===== config.mk =====
export PLATFORM = sky130hd
export DESIGN_NAME = pmem_loader
export DESIGN_NICKNAME = d
export VERILOG_FILES = /design/src/rtl/pmem_pkg.sv /design/src/rtl/pmem_ram.sv /design/src/rtl/pmem_loader.sv
export SDC_FILE = /design/constraint.sdc
export NUM_CORES = 2
export LEC_CHECK = 0
export ABC_AREA = 1
export CORE_ASPECT_RATIO = 1.5
export CORE_UTILIZATION = 23
export CTS_CLUSTER_SIZE = 10
export DETAILED_ROUTE_END_ITERATION = 6
export PLACE_DENSITY = 0.45
export SKIP_LAST_GASP = 1
export SLEW_MARGIN = 40
export SYNTH_ARGS = -nofsm -noshare
export SYNTH_HDL_FRONTEND = slang
export SYNTH_SLANG_ARGS = --single-unit

===== constraint.sdc =====
create_clock -name clk -period 2.1 [get_ports clk]
set_input_delay 0.315 -clock clk [delete_from_list [all_inputs] [get_ports clk]]
set_output_delay 0.315 -clock clk [all_outputs]
set_load 0.02 [all_outputs]

===== src/rtl/pmem_pkg.sv =====
// Shared types and default sizes for the 12-bit microcontroller program memory.
package pmem_pkg;

    localparam int IW_DEF = 12;
    localparam int AW_DEF = 8;

    typedef enum logic [1:0] {
        IDLE = 2'd0,
        LOAD = 2'd1,
        DONE = 2'd2
    } state_t;

endpackage


===== src/rtl/pmem_ram.sv =====
// Simple dual-port program RAM: one synchronous write port, one registered read port.
module pmem_ram #(
    parameter int IW = 12,
    parameter int AW = 8
) (
    input  logic          clk,
    input  logic          we,
    input  logic [AW-1:0] waddr,
    input  logic [IW-1:0] wdata,
    input  logic          re,
    input  logic [AW-1:0] raddr,
    output logic [IW-1:0] rdata
);

    localparam int DEPTH = 2 ** AW;

    // No reset on the array so it maps onto block RAM.
    logic [IW-1:0] mem [DEPTH];

    always_ff @(posedge clk) begin
        if (we) begin
            mem[waddr] <= wdata;
        end
        if (re) begin
            rdata <= mem[raddr];
        end
    end

endmodule


===== src/rtl/pmem_loader.sv =====
// Program memory with fetch port and a valid/ready block loader that tracks a running checksum.
module pmem_loader
    import pmem_pkg::*;
#(
    parameter int IW = IW_DEF,
    parameter int AW = AW_DEF
) (
    input  logic          clk,
    input  logic          rst,
    input  logic          En,
    input  logic [AW-1:0] Addr,
    output logic [IW-1:0] Instr,
    output logic          Instr_Valid,
    input  logic          Load_Start,
    input  logic [AW-1:0] Load_Base,
    input  logic [AW:0]   Load_Count,
    input  logic          Load_Valid,
    input  logic [IW-1:0] Load_Instr,
    output logic          Load_Ready,
    output logic          Load_Busy,
    output logic          Load_Done,
    output logic          Load_Err,
    output logic [IW-1:0] Checksum
);

    localparam logic [AW:0] DEPTH_CNT = {1'b1, {AW{1'b0}}};

    state_t        state_reg, state_next;
    logic [AW-1:0] ptr_reg, ptr_next;
    logic [AW:0]   remaining_reg, remaining_next;
    logic [IW-1:0] checksum_reg, checksum_next;
    logic          err_reg, err_next;
    logic          fetch_valid_reg;
    logic          fetch_en;
    logic          xfer;
    logic [IW-1:0] ram_rdata;

    assign fetch_en = En && (state_reg == IDLE);
    assign xfer     = Load_Valid && (state_reg == LOAD);

    always_comb begin
        state_next     = state_reg;
        ptr_next       = ptr_reg;
        remaining_next = remaining_reg;
        checksum_next  = checksum_reg;
        err_next       = err_reg;
        case (state_reg)
            IDLE: begin
                if (Load_Start) begin
                    if (Load_Count > DEPTH_CNT) begin
                        err_next = 1'b1;
                    end else begin
                        err_next       = 1'b0;
                        checksum_next  = '0;
                        ptr_next       = Load_Base;
                        remaining_next = Load_Count;
                        state_next     = (Load_Count == '0) ? DONE : LOAD;
                    end
                end
            end
            LOAD: begin
                if (Load_Valid) begin
                    // Pointer wraps naturally at the top of memory.
                    ptr_next       = ptr_reg + 1'b1;
                    checksum_next  = checksum_reg + Load_Instr;
                    remaining_next = remaining_reg - 1'b1;
                    if (remaining_reg == {{AW{1'b0}}, 1'b1}) begin
                        state_next = DONE;
                    end
                end
            end
            DONE: begin
                state_next = IDLE;
            end
            default: begin
                state_next = IDLE;
            end
        endcase
    end

    always_ff @(posedge clk) begin
        if (rst) begin
            state_reg       <= IDLE;
            ptr_reg         <= '0;
            remaining_reg   <= '0;
            checksum_reg    <= '0;
            err_reg         <= 1'b0;
            fetch_valid_reg <= 1'b0;
        end else begin
            state_reg       <= state_next;
            ptr_reg         <= ptr_next;
            remaining_reg   <= remaining_next;
            checksum_reg    <= checksum_next;
            err_reg         <= err_next;
            fetch_valid_reg <= fetch_en;
        end
    end

    pmem_ram #(
        .IW(IW),
        .AW(AW)
    ) u_ram (
        .clk  (clk),
        .we   (xfer),
        .waddr(ptr_reg),
        .wdata(Load_Instr),
        .re   (fetch_en),
        .raddr(Addr),
        .rdata(ram_rdata)
    );

    // RAM read register is unreset; the valid flag gates it to zero.
    assign Instr       = fetch_valid_reg ? ram_rdata : '0;
    assign Instr_Valid = fetch_valid_reg;
    assign Load_Ready  = (state_reg == LOAD);
    assign Load_Busy   = (state_reg != IDLE);
    assign Load_Done   = (state_reg == DONE);
    assign Load_Err    = err_reg;
    assign Checksum    = checksum_reg;

endmodule


==> flow_metrics.tcl <==
set metrics [dict create \
    outcome "finished, violations left" \
    failed_checks "setup timing" \
    cts_tree "built" \
    cp-start-kind "register" \
    drtIter0Drc 6986 \
    cts_buffer_depth 4 \
    place_ws_ps -1030 \
    layout.nets 11600 \
    syn-cell-area_um2 127000 \
    die-area_um2 556000 \
    die_x_um 609 \
    reg2reg_to "u_ram.mem[113][7]" \
    vias 85700 \
    synth_cells 10600 \
    critPathRequiredTime_ps 2710 \
    ys_seq_area_frac 0.734 \
    skew_ps 40.7 \
    hold_path_class "primary input to register" \
    place_hpwl_um 292000 \
    syn_to_final_growth_pct 24.0 \
    ir_worst_vdd_v 0.000690 \
    largest_register_ffs 3072 \
    ys_ff_latch 3117 \
    pwr_density_cell_nw_per_um2 859 \
    final.min_clock_period_ps 2190 \
    synth_area_leaders "edfxtp_1 73%, nand3_1 12%, nand2_1 9.6%" \
    r2r_cells 9 \
    path_cells "nor2_4, inv_2, nor2_4, buf_8, buf_12, nand2_4, buf_12, nor2_4, buf_8" \
    tightest_slew_ps 1040 \
    rows 334 \
    setup_slack_ps -89.1 \
    post_drt_via_cell_ratio 4.55 \
    io_buffers 70 \
    ant_nets 0 \
    syn_avg_cell_area_um2 12.0 \
    drc 0 \
    clk_pin_slew_ps 60 \
    clk_latency_ps 930 \
    synthArstFlopShare 0 \
    yosysMostFrequentCell "nand2_1" \
    place_congestion 0.843 \
    grt_first_pass_wirelength_um 636000 \
    crit_arrival_ps 2800 \
    synth_nets 10700 \
    synth_ff_type "edfxtp_1" \
    grtUsageTotal 0.157 \
    numCtsBuffers 354 \
    end_kind "register" \
    finalHoldViolCount 0 \
    yosysTopAreaCellShare 0.728 \
    synth_warnings 0 \
    yosys.area.top_type "edfxtp_1" \
    regMostFlops "u_ram.mem" \
    cp_slowest_cell "dfxtp_4" \
    wire_per_inst_um 24.0 \
    max_slew_margin 0.307 \
    cts_max_level 5 \
    fill_cells 56500 \
    drv_cap 0 \
    path_class "register to register" \
    root_buffer "clkbuf_16" \
    ys_top_cells_by_count "3249 x nand2_1, 3084 x edfxtp_1, 3047 x nand3_1" \
    r2r_slack_ps -90 \
    cp_common_cell "nor2_4" \
    setup_viol 148 \
    grt_start_max_net_pins 119 \
    grt_pass1_vias 84700 \
    gr-total-overflow 0 \
    drt-total-wl_um 452000 \
    rsz0062_at_grt "true" \
    clock-sinks 3117 \
    crit_path_start "state_reg[1]" \
    antenna_found_initial 16 \
    critPathMaxFanout 8 \
    power_mw 135 \
    io_pins 71 \
    final_core_util 0.286 \
    ys_types 34 \
    fp.dieH_um 913 \
    firstDrtPassIters 6 \
    cp_slowest_stage_delay_ps 360 \
    core_area_um2 551000 \
    drive_above_1_share 0.158 \
    synth_edf_count 3084 \
    r2r-start "state_reg[1]" \
    finalMaxSlewViolations 0 \
    finalCritPeriodShare 1.04 \
    total_leakage_power_nw 54.9 \
    crit_end "u_ram.mem[113][7]" \
    fmax_mhz 457 \
    start_util 0.231 \
]
[cell families after synthesis]
group | synth area share
xor gates and xnor gates | 0.000345
AOI/OAI and AO/OA | 0.00380
buffers and inverters | 0.0348
adders and majority gates | 0.00183
and+or+nand+nor | 0.226
DFF | 0.734
[metal layers]
layer	track usage	vias to the layer above	wire [um]	share of wire
li1	-	39500	-	-
met1	0.184	43400	175000	0.39
met2	0.291	2207	238000	0.53
met3	0.0145	607	18000	0.040
met4	0.0639	0	21200	0.047
met5	0	-	0	0
[worst min-delay path by stage]
stage / startpoint / end / slack, ps / cells after the start
6_report: Load_Instr[0] / u_ram.mem[117][0] / 60 / 2
4_1_cts: Load_Count[0] / remaining_reg[0] / 1 / 3
5_1_grt: Load_Instr[0] / u_ram.mem[117][0] / 40 / 2
2_1_floorplan: Load_Instr[0] / u_ram.mem[0][0] / 410 / 0
3_3_place_gp: remaining_reg[8] / remaining_reg[8] / 480 / 2
3_5_place_dp: remaining_reg[8] / remaining_reg[8] / 490 / 2
[power by group]
part | internal [mW] | total [mW] | switching, mW
Sequential | 68.6 | 68.8 | 0.197
Clock | 30.8 | 54.9 | 24.1
Combinational | 3.60 | 11.7 | 8.11
Total | 103 | 135 | 32.4
[worst max-delay path, delay by kind of cell (launching register included)]
family | cells | cell delay [ps]
AND/OR/NAND/NOR | 4 | 630
flip-flops | 1 | 360
buffers and inverters | 5 | 720
[layout make-up]
class	instances	area [um2]	area share
Antenna cell	10	25.0	0.000159
Clock buffer	415	9320	0.0591
Clock inverter	12	150	0.000953
Inverter	75	325	0.00206
Multi-Input combinational cell	6722	30400	0.193
Sequential cell	3117	93300	0.592
Tap cell	7224	9040	0.0574
Timing Repair Buffer	1256	15100	0.0956
[what timing repair did]
| action | in CTS | in global routing |
|---|---|---|
| pin swaps | 22 | 14 |
| hold buffers | 14 | 0 |
| endpoints found under the hold margin | 306 | 0 |
| endpoints found under the setup margin | 409 | 2972 |
| resized for setup | 243 | 156 |
| buffers inserted | 21 | 11 |
| cloned | 11 | 11 |
[per-stage QoR]
step	area, um2	hold slack [ps]	instances	setup TNS [ps]
4_1_cts	157000	1.44	18800	-135560
2_1_floorplan	127000	414	10600	-106520
3_3_place_gp	146000	479	18300	-994210
5_1_grt	158000	39.2	18800	-44610
3_5_place_dp	146000	489	18300	-981800
6_report	158000	62.8	18800	-4400
[placed cells by master (no fill, tap or decap), types with 10 or more instances in the layout]
| cell | synthesis | final |
|---|---|---|
| buf_2 | 364 | 12 |
| buf_6 | 80 | 47 |
| buf_4 | 96 | 720 |
| nor2_1 | 307 | 165 |
| buf_12 | 1 | 392 |
| dfxtp_1 | 33 | 27 |
| edfxtp_1 | 3084 | 3084 |
| inv_1 | 67 | 62 |
| buf_8 | 0 | 19 |
| clkbuf_1 | 127 | 50 |
| a21oi_1 | 32 | 32 |
| nand2_1 | 3249 | 3217 |
| dlygate4sd2_1 | 0 | 11 |
| nor2_4 | 1 | 40 |
| nor2_2 | 1 | 104 |
| dlygate4sd3_1 | 0 | 14 |
| buf_16 | 0 | 11 |
| clkbuf_16 | 0 | 370 |
| nand3_1 | 3047 | 3004 |
| nand3_2 | 0 | 41 |
| ha_1 | 17 | 16 |
| o21ai_0 | 29 | 29 |
| clkdlybuf4s50_1 | 0 | 22 |
| nand2_2 | 0 | 25 |
| diode_2 | 0 | 10 |
Note: power is estimated with default switching activity, not from simulation.
